**src/rtl/dac_playback_ctrl_pkg.sv**
```systemverilog
// Shared definitions for the DAC playback sequencer: playback states and
// AD9767 sample format constants.
package dac_playback_ctrl_pkg;

    localparam int AD9767_DATA_W = 14;
    localparam logic [AD9767_DATA_W-1:0] MIDSCALE_CODE = 14'd8192;

    typedef enum logic [1:0] {
        ST_IDLE   = 2'd0,
        ST_PRIME  = 2'd1,
        ST_RUN    = 2'd2,
        ST_FINISH = 2'd3
    } play_state_e;

endpackage

```
**src/rtl/dac_playback_ctrl_sample_fifo.sv**
```systemverilog
// Synchronous show-ahead sample FIFO with flush and occupancy output.
// Writes when full and reads when empty are ignored internally.
module sample_fifo #(
    parameter int FIFO_AW = 4,
    parameter int DATA_W  = 14
) (
    input  logic              clk,
    input  logic              rst,
    input  logic              flush,
    input  logic              push,
    input  logic [DATA_W-1:0] wr_data,
    input  logic              pop,
    output logic [DATA_W-1:0] rd_data,
    output logic              full,
    output logic              empty,
    output logic [FIFO_AW:0]  level
);

    localparam logic [FIFO_AW:0] DEPTH = (FIFO_AW+1)'(2**FIFO_AW);

    logic [DATA_W-1:0]  mem_r [2**FIFO_AW];
    logic [FIFO_AW-1:0] wr_ptr_r;
    logic [FIFO_AW-1:0] rd_ptr_r;
    logic [FIFO_AW:0]   level_r;
    logic               push_s;
    logic               pop_s;

    assign full    = (level_r == DEPTH);
    assign empty   = (level_r == '0);
    assign level   = level_r;
    assign rd_data = mem_r[rd_ptr_r];
    assign push_s  = push && !full && !flush;
    assign pop_s   = pop && !empty && !flush;

    // Pointer and occupancy bookkeeping; flush discards everything held.
    always_ff @(posedge clk) begin
        if (rst || flush) begin
            wr_ptr_r <= '0;
            rd_ptr_r <= '0;
            level_r  <= '0;
        end else begin
            if (push_s) wr_ptr_r <= wr_ptr_r + FIFO_AW'(1);
            if (pop_s)  rd_ptr_r <= rd_ptr_r + FIFO_AW'(1);
            case ({push_s, pop_s})
                2'b10:   level_r <= level_r + (FIFO_AW+1)'(1);
                2'b01:   level_r <= level_r - (FIFO_AW+1)'(1);
                default: level_r <= level_r;
            endcase
        end
    end

    // Sample storage, no reset needed since occupancy gates every read.
    always_ff @(posedge clk) begin
        if (push_s) mem_r[wr_ptr_r] <= wr_data;
    end

endmodule

```
**src/rtl/dac_playback_ctrl.sv**
```systemverilog
// Buffers producer samples and releases one per programmable rate tick to
// the AD9767 interface, with burst/continuous play, abort and underrun flag.
module dac_playback_ctrl import dac_playback_ctrl_pkg::*; #(
    parameter int                DATA_W      = AD9767_DATA_W,
    parameter int                DIV_W       = 16,
    parameter int                CNT_W       = 16,
    parameter int                FIFO_AW     = 4,
    parameter int                PRIME_LEVEL = 4,
    parameter logic [DATA_W-1:0] IDLE_CODE   = MIDSCALE_CODE
) (
    input  logic               i_clk,
    input  logic               i_rst,
    input  logic               i_start,
    input  logic               i_stop,
    input  logic [DIV_W-1:0]   i_rate_div,
    input  logic [CNT_W-1:0]   i_burst_len,
    input  logic               i_smp_valid,
    input  logic [DATA_W-1:0]  i_smp_data,
    output logic               o_smp_ready,
    output logic [DATA_W-1:0]  o_dac_data,
    output logic               o_dac_strobe,
    output logic               o_busy,
    output logic               o_done,
    output logic               o_underrun,
    output logic [FIFO_AW:0]   o_fifo_level
);

    play_state_e       state_r, state_s;
    logic [DIV_W-1:0]  div_r, div_cnt_r;
    logic [CNT_W-1:0]  burst_r, played_r;
    logic [DATA_W-1:0] dac_data_r;
    logic              strobe_r, done_r, underrun_r;

    logic              push_s, pop_s, flush_s, launch_s, tick_s, prime_ok_s;
    logic [CNT_W-1:0]  target_s;
    logic [DATA_W-1:0] fifo_rd_s;
    logic              full_s, empty_s;
    logic [FIFO_AW:0]  level_s;

    sample_fifo #(.FIFO_AW(FIFO_AW), .DATA_W(DATA_W)) u_fifo (
        .clk     (i_clk),
        .rst     (i_rst),
        .flush   (flush_s),
        .push    (push_s),
        .wr_data (i_smp_data),
        .pop     (pop_s),
        .rd_data (fifo_rd_s),
        .full    (full_s),
        .empty   (empty_s),
        .level   (level_s)
    );

    // A short burst only needs as many samples as it will play.
    assign target_s   = (burst_r != '0 && burst_r < CNT_W'(PRIME_LEVEL)) ? burst_r : CNT_W'(PRIME_LEVEL);
    assign prime_ok_s = (CNT_W'(level_s) >= target_s);
    assign tick_s     = (state_r == ST_RUN) && (div_cnt_r == '0);
    assign push_s     = i_smp_valid && !full_s && !i_stop;

    // Next-state and FIFO control; stop overrides every other request.
    always_comb begin
        state_s  = state_r;
        pop_s    = 1'b0;
        flush_s  = 1'b0;
        launch_s = 1'b0;
        if (i_stop) begin
            flush_s = 1'b1;
            state_s = ST_IDLE;
        end else begin
            case (state_r)
                ST_IDLE: begin
                    if (i_start) begin
                        launch_s = 1'b1;
                        state_s  = ST_PRIME;
                    end else begin
                        state_s = ST_IDLE;
                    end
                end
                ST_PRIME: begin
                    if (prime_ok_s) state_s = ST_RUN;
                    else            state_s = ST_PRIME;
                end
                ST_RUN: begin
                    if (tick_s && !empty_s) begin
                        pop_s = 1'b1;
                        if (burst_r != '0 && (played_r + CNT_W'(1)) == burst_r) state_s = ST_FINISH;
                        else                                                    state_s = ST_RUN;
                    end else begin
                        state_s = ST_RUN;
                    end
                end
                ST_FINISH: state_s = ST_IDLE;
                default:   state_s = ST_IDLE;
            endcase
        end
    end

    // State, rate divider, play counter and registered DAC-side outputs.
    always_ff @(posedge i_clk) begin
        if (i_rst) begin
            state_r    <= ST_IDLE;
            div_r      <= '0;
            div_cnt_r  <= '0;
            burst_r    <= '0;
            played_r   <= '0;
            dac_data_r <= IDLE_CODE;
            strobe_r   <= 1'b0;
            done_r     <= 1'b0;
            underrun_r <= 1'b0;
        end else begin
            state_r  <= state_s;
            strobe_r <= 1'b0;
            done_r   <= 1'b0;
            if (launch_s) begin
                div_r      <= i_rate_div;
                burst_r    <= i_burst_len;
                played_r   <= '0;
                underrun_r <= 1'b0;
            end
            if (state_r == ST_PRIME)     div_cnt_r <= '0;
            else if (state_r == ST_RUN)  div_cnt_r <= tick_s ? div_r : div_cnt_r - DIV_W'(1);
            if (pop_s) begin
                dac_data_r <= fifo_rd_s;
                strobe_r   <= 1'b1;
                played_r   <= played_r + CNT_W'(1);
            end else if (i_stop && state_r != ST_IDLE) begin
                dac_data_r <= IDLE_CODE;
            end else if (state_r == ST_FINISH) begin
                dac_data_r <= IDLE_CODE;
                done_r     <= 1'b1;
            end
            if (tick_s && empty_s && !i_stop) underrun_r <= 1'b1;
        end
    end

    assign o_smp_ready  = !full_s;
    assign o_dac_data   = dac_data_r;
    assign o_dac_strobe = strobe_r;
    assign o_busy       = (state_r != ST_IDLE);
    assign o_done       = done_r;
    assign o_underrun   = underrun_r;
    assign o_fifo_level = level_s;

endmodule

```
**config.mk**
```make
export PLATFORM = sky130hd
export DESIGN_NAME = dac_playback_ctrl
export DESIGN_NICKNAME = d
export VERILOG_FILES = /design/src/rtl/dac_playback_ctrl_pkg.sv /design/src/rtl/dac_playback_ctrl_sample_fifo.sv /design/src/rtl/dac_playback_ctrl.sv
export SDC_FILE = /design/constraint.sdc
export NUM_CORES = 1
export LEC_CHECK = 0
export BUFFER_PORTS_ARGS = -buffer_cell sky130_fd_sc_hd__buf_2
export CAP_MARGIN = 20
export CORE_ASPECT_RATIO = 1.75
export CORE_MARGIN = 5
export CORE_UTILIZATION = 50
export CTS_CLUSTER_DIAMETER = 150
export DETAILED_ROUTE_END_ITERATION = 12
export PLACE_DENSITY = 0.75
export SYNTH_ARGS = -nofsm -noshare
export SYNTH_HDL_FRONTEND = slang
export SYNTH_SLANG_ARGS = --single-unit
```
**constraint.sdc**
```tcl
create_clock -name i_clk -period 4.2 [get_ports i_clk]
set_input_delay 1.05 -clock i_clk [delete_from_list [all_inputs] [get_ports i_clk]]
set_output_delay 1.05 -clock i_clk [all_outputs]
set_load 0.1 [all_outputs]
```
# == Word-level counts from Yosys, hierarchy flattened ==
# Memory sizes are Yosys's and may differ from the RTL's. A register that Yosys moved wholly into a read port is not among the register bits.
# Cells that the tools add are included.
# word_totals
reg_bits,96
ramBits,224
in_bits,51
memories,1
# mem_list
name,words,word_bits,read_ports,rd_ports_with_merged_regs,wr,line,source
u_fifo.mem_r,16,14,1,1,1,dac_playback_ctrl_sample_fifo.sv:21,logic [DATA_W-1:0] mem_r [2**FIFO_AW];
# op_classes
addsub,6
n_lt_le_gt_ge,2
n_eq_ne,7
muxes,28
n_reduce_logical,30
# ops
operator,count
$mux W16,4
$mux W14,3
$add A16 B1 Y16 const B,1
$eq A16 B16 Y1,1
$ge A5 B16 Y1,1
$logic_not A16 Y1,1
$lt A16 B3 Y1 const B,1
$reduce_bool A16 Y1,1
$sub A16 B1 Y16 const B,1
$mux W1,15
$logic_and A1 B1 Y1,13
$pmux W5 S2,1
$add A4 B1 Y4 const B,2
$mux W4,2
$pmux W2 S4,1
$reduce_bool A2 Y1,4
$eq A2 B2 Y1 const B,3
$add A5 B1 Y5 const B,1
$eq A5 B5 Y1 const B,1
$logic_not A5 Y1,1
$sub A5 B1 Y5 const B,1
$eq A2 B1 Y1 const B,2
$logic_not A1 Y1,4
$mux W2,2
other kinds (5),6

# == Longest topological paths before layout ==
# depth
ltp_word,10
depth_mapped,15

# == Hierarchy ==
# Synthesis repeated with hierarchy kept, for this count alone.
# unflattened
hier_cells,957
area_unflattened_um2,13621.8
# modules_own_cells
module,n_inst,cells_per_inst,area_per_inst_um2
sample_fifo,1,436,9549.2
dac_playback_ctrl,1,521,4072.7

# == Worst setup path before layout ==
# OpenSTA, ideal clock, no wires.
# synth_path
path_type,register -> register
from,register u_fifo.level_r[4] (netlist: u_fifo.level[4])
to,register u_fifo.level_r[4] (netlist: u_fifo.level[4])
arrival_ns,3.961
t_required_ns,4.130
path_slack_ns,0.169
path_stages_with_launch,14
path_buffers,1
period_less_slack_ns,4.031
path_cell_list,dfxtp_1 > nand2_1 > and3_1 > clkbuf_1 > inv_1 > ha_1 > inv_1 > fa_1 > inv_1 > a21o_1 > a21oi_1 > xnor2_1 > or3_1 > a21oi_1
# synth_between
word_cells_on_any_way,20
# synth_rtl
item,line,source
"start, declared",dac_playback_ctrl_sample_fifo.sv:24,logic [FIFO_AW:0] level_r;
"start signal, assigned",dac_playback_ctrl_sample_fifo.sv:45,2'b10: level_r <= level_r + (FIFO_AW+1)'(1);
"start signal, assigned",dac_playback_ctrl_sample_fifo.sv:46,2'b01: level_r <= level_r - (FIFO_AW+1)'(1);
"start signal, assigned",dac_playback_ctrl_sample_fifo.sv:47,default: level_r <= level_r;
$eq A5 B5 Y1 (*),dac_playback_ctrl_sample_fifo.sv:28,assign full = (level_r == DEPTH);
$logic_not A1 Y1 (*),n/a,
named net o_smp_ready,dac_playback_ctrl.sv:19,"output logic o_smp_ready,"
$logic_and A1 B1 Y1 (2 in series),dac_playback_ctrl.sv:57,assign push_s = i_smp_valid && !full_s && !i_stop;
$logic_and A1 B1 Y1 (*) (2 in series),dac_playback_ctrl_sample_fifo.sv:32,assign push_s = push && !full && !flush;
$eq A2 B1 Y1 or $eq A2 B2 Y1 (tied branches),dac_playback_ctrl_sample_fifo.sv:44,"case ({push_s, pop_s})"
$pmux W5 S2 or $reduce_bool A2 Y1 (tied branches),n/a,
# The timed path passes the listed nets; every way through them passes the cells marked *.
# A chain may end at the register's enable or synchronous reset.

# == Worst setup path in the final report ==
# layout_path
from,register div_cnt_r[0]
to,register u_fifo.level_r[4] (netlist: u_fifo.level[4])
# layout_between
elab_chain_len,10
word_cells_on_any_way,12
# layout_lines
item,line,source
"start, declared",dac_playback_ctrl.sv:29,"logic [DIV_W-1:0] div_r, div_cnt_r;"
"start signal, assigned",dac_playback_ctrl.sv:120,else if (state_r == ST_RUN) div_cnt_r <= tick_s ? div_r : div_cnt_r - DIV_W'(1);
$logic_not A16 Y1 (*),dac_playback_ctrl.sv:56,assign tick_s = (state_r == ST_RUN) && (div_cnt_r == '0);
$logic_and A1 B1 Y1 (*),dac_playback_ctrl.sv:56,
$logic_and A1 B1 Y1 (*),dac_playback_ctrl.sv:83,if (tick_s && !empty_s) begin
$mux W1 (*),dac_playback_ctrl.sv:83,
$mux W1 (*),dac_playback_ctrl.sv:69,case (state_r)
$mux W1 (*),dac_playback_ctrl.sv:65,if (i_stop) begin
$logic_and A1 B1 Y1 (*) (2 in series),dac_playback_ctrl_sample_fifo.sv:33,assign pop_s = pop && !empty && !flush;
named net u_fifo.pop_s,dac_playback_ctrl_sample_fifo.sv:26,logic pop_s;
$eq A2 B1 Y1 or $eq A2 B2 Y1 (tied branches),dac_playback_ctrl_sample_fifo.sv:44,
$pmux W5 S2 or $reduce_bool A2 Y1 (tied branches),n/a,
# Marks and branches as above.

==> results.md <==
* Result of the run: completed
* Yosys synthesis warning count at 0
* Kind of cell adding the most delay to the critical path: simple AND/OR/NAND/NOR gates
* R2r worst-path depth at 15
* Die span in x at roughly 130 um
* Antenna violations before repair at 0
* Layout Cells excl Fill at ~1400
* Number of global-route vias before repair at 8505
* Share of the synthesized area in the top cell type at 0.497
* DRC violation count after routing at 0
* Hold Violations, Final at 0
* Clk sink count at 324
* Number of nets in the layout at between 1000 and 1500
* Post-CTS Hold Fix Bufs at 0
* Core area at around 27000 um2
* RSZ-0062 raised after global routing: no
* Required time of the critical path at ~4700 ps
* Clock skew after layout at roughly 11 ps
* Area share of xor/xnor cells in the synthesized design at 0.0201
* H-tree Lvls at 1
* Worst hold path cell count at 2
* Wire length on met2 at around 17000 um
* Synthesized area divided by synthesized cell count at around 13 um2
* Number of flops mapped to enable cells by yosys at 224
* Routed wl met3 at ~1400 um
* Proportion of layout cells with a drive suffix above 1 at 0.199
* First DRT Iteration DRCs at 475
* Gate count of the mapped netlist at approximately 1000
* Clock transition time at the flip-flop clock pins of the worst setup and hold paths at 70 ps
* Routed via count at about 8300
* Maximum fanout along the worst path at 5
* Nature of the critical path startpoint: register
* Number of violations of the max-capacitance limit at 0
* Setup violation total in the final timing report at 0
* Slew of the pin with the lowest slew margin at between 900 and 1000 ps
* Largest area contributor in the synthesized netlist: edfxtp_1
* Highest clock rate at between 300 and 400 MHz
* Total GRT Usage at 0.198
* Ratio of final minimum period to clock period at 0.790
* Top metal layer carrying routed signals: met4
* Crit path capture type: register
* Final Critical Period at about 3300 ps
* TNS Setup at 0 ps
* Distinct cell type count after synthesis at 60
* First-pass GRT wire length at around 47000 um
* Final Max Slew Viols at 0
* Post-synthesis mux area share at 0.105
* Post-Synth Adder-Cell Area at 0.0172
* Post-synthesis compound-gate area fraction at 0.0824
* CTS tree: yes
* Area grow syn2layout at 13.0%
* Register-to-register setup slack at a little under 900 ps
* Die span in y at around 230 um
* Critical Setup Path Class: register to register
* Met1 wire length at 10800 um
* RR Endpoint: u_fifo.level[4]$_SDFFE_PP0P_
* Power per standard cell area at 413 nW/um2
* Post-CTS resize count at 0
* DIE AREA at 30600 um2
* Largest family of logic cells by synthesized area: simple AND/OR/NAND/NOR gates
* Number of synthesized register bits at 324
* Starting density of the core at 0.507
* Detail Route Antenna Nets at 0
* Detailed-router iteration count before antenna repair at 6
* Area fraction in and, or, nand and nor cells after synthesis at 0.107
* Setup slack at placement at approximately 900 ps
* Sum of net half-perimeters after detailed placement at a little under 20000 um
* Cells taking the most area after synthesis: edfxtp_1 50%, dfxtp_1 15%, mux4_2 9.3%
* Sequential area share after synthesis at 0.645
* Cell Count Post-Placement at between 1000 and 1500
* Via count normalized by instance count at between 5 and 6
* CTS Buffer Depth at 3
* Critical-path cell list: inv_1 > ha_1 > nor3b_1 > nand4_1 > or3_1 > nor2_1 > ha_1 > inv_1 > fa_1 > inv_1 > a21o_1 > a21oi_1 > xnor2_1 > or3_1 > a21oi_1
* Top post-synthesis cells by count: 224 x edfxtp_1, 100 x dfxtp_1, 98 x nand2_1
* Antenna cells at 0
* Count of buffering cells on the critical path with inverters included at 3
* WL/cell at approximately 21 um
* Cell Area, Synth at about 14000 um2
* Port buffer count at 74
* Slowest cell delay on critical path at about 440 ps
* Master of the slowest instance on the critical path: or3_1
* Maximum vdd drop at around 0.00032 V
* Number of buffers inserted to repair setup after CTS at 0
* Worst Min Path Start: div_r[12]$_SDFFE_PP0P_
* RePlAce Congestion at ~0.9
* Top flip-flop cell by instance count after synthesis: edfxtp_1
* Hold crit path type: register to register
* Std cell rows at 79
* Arrival time reported for the critical path endpoint at 3800 ps
* Pleak at between 0.005 and 0.006 uW
* Clock Tree Root: clkbuf_16
* Sink of the worst hold path: div_r[12]$_SDFFE_PP0P_
* Final setup slack of the worst path at 882 ps
* Relative slew slack at 0.365
* Overflow left after global routing at 0
* Most frequently used cell type in the post-synthesis netlist: edfxtp_1
* Inserted Clock Buffers at 29
* Detailed-route wire length at ~30000 um
* Most repeated library cell on the critical path: inv_1
* Launching point of the worst reg2reg path: div_cnt_r[0]$_SDFFE_PP0P_
* Fraction of registers with async set/reset at 0
* I/O pin cnt at 75
* Largest net degree at the start of global routing at 44
* Clock insertion delay at the later pin of the skew report at between 500 and 600 ps
[logic make-up (layout without fill, tap and decap cells)]
kind of cell             after synthesis  in the layout
XOR/XNOR                              31             31
AND/OR/NAND/NOR                      297            297
flip-flops                           324            324
adder cells (fa/ha/maj)               18             18
AO/OA/AOI/OAI                        186            186
other                                  1              2
buffers and inverters                 81            177
multiplexers                          72             72
[worst max path at each step]
stage / startpoint / end / slack, ps / cells past startpoint
CTS: div_cnt_r[0]$_SDFFE_PP0P_ / u_fifo.level[4]$_SDFFE_PP0P_ / 870 / 15
finish: div_cnt_r[0]$_SDFFE_PP0P_ / u_fifo.level[4]$_SDFFE_PP0P_ / 880 / 15
floorplan: u_fifo.level[4]$_SDFFE_PP0P_ / u_fifo.level[4]$_SDFFE_PP0P_ / 170 / 13
global route: div_cnt_r[0]$_SDFFE_PP0P_ / u_fifo.level[4]$_SDFFE_PP0P_ / 520 / 15
detailed placement: div_cnt_r[0]$_SDFFE_PP0P_ / u_fifo.level[4]$_SDFFE_PP0P_ / 900 / 15
global placement: div_cnt_r[0]$_SDFFE_PP0P_ / u_fifo.level[4]$_SDFFE_PP0P_ / 990 / 15
[per-stage QoR]
step,area (um2),hold slack [ps],total power [uW],utilization
after floorplan,13500,433,3620,-
after global placement,14300,445,3710,0.537
after detailed placement,14300,449,3710,0.537
after CTS,15300,458,6360,0.572
after global routing,15300,481,6520,0.573
final,15300,456,6310,0.573
[layout make-up]
class                      count  area [um2]
tap                          324         405
clock inverter                17         189
timing repair buffer         105         611
clock buffer                  36         762
multi-input combinational    606        4510
fill                        2113       11400
inverter                      19        71.3
sequential                   324        8730
[state kept, by name, summed over array words and instances, names as in the netlist, named ones only]
| name | count |
|---|---|
| u_fifo.mem_r | 224 |
| o_dac_data | 14 |
| state_r | 1 |
| u_fifo.level | 5 |
| div_cnt_r | 16 |
| burst_r | 16 |
| u_fifo.rd_ptr_r | 4 |
| div_r | 16 |
| played_r | 16 |
| o_done | 1 |
| o_dac_strobe | 1 |
| u_fifo.wr_ptr_r | 4 |
| o_underrun | 1 |
[worst min-delay path: cells and delay by family, from the launching register on]
family / cells / cell delay (ps)
AO/OA/AOI/OAI: 1 / 50
AND/OR/NAND/NOR: 1 / 50
flip-flops: 1 / 310
[report_power, final]
part           total (uW)  internal, uW  switching (uW)
Clock                2670          1530            1140
Combinational         192          65.9             126
Sequential           3450          3430            20.6
Total                6310          5030            1280
[layer usage]
metal  track usage  vias to the layer above
li1              -                     3927
met1         0.226                     4073
met2         0.378                      267
met3        0.0214                       65
met4        0.0766                        0
met5             0                        -
[cell usage in the layout (no fill, tap or decap), types with 29 or more instances in the layout]
cell type	Yosys	final
a21oi_1	89	89
buf_2	8	74
buf_4	0	30
clkbuf_16	0	29
dfxtp_1	100	97
edfxtp_1	224	224
mux4_2	56	56
nand2_1	98	98
nor2_1	76	76
o21ai_0	34	34
(Power assumes the default switching activity.)
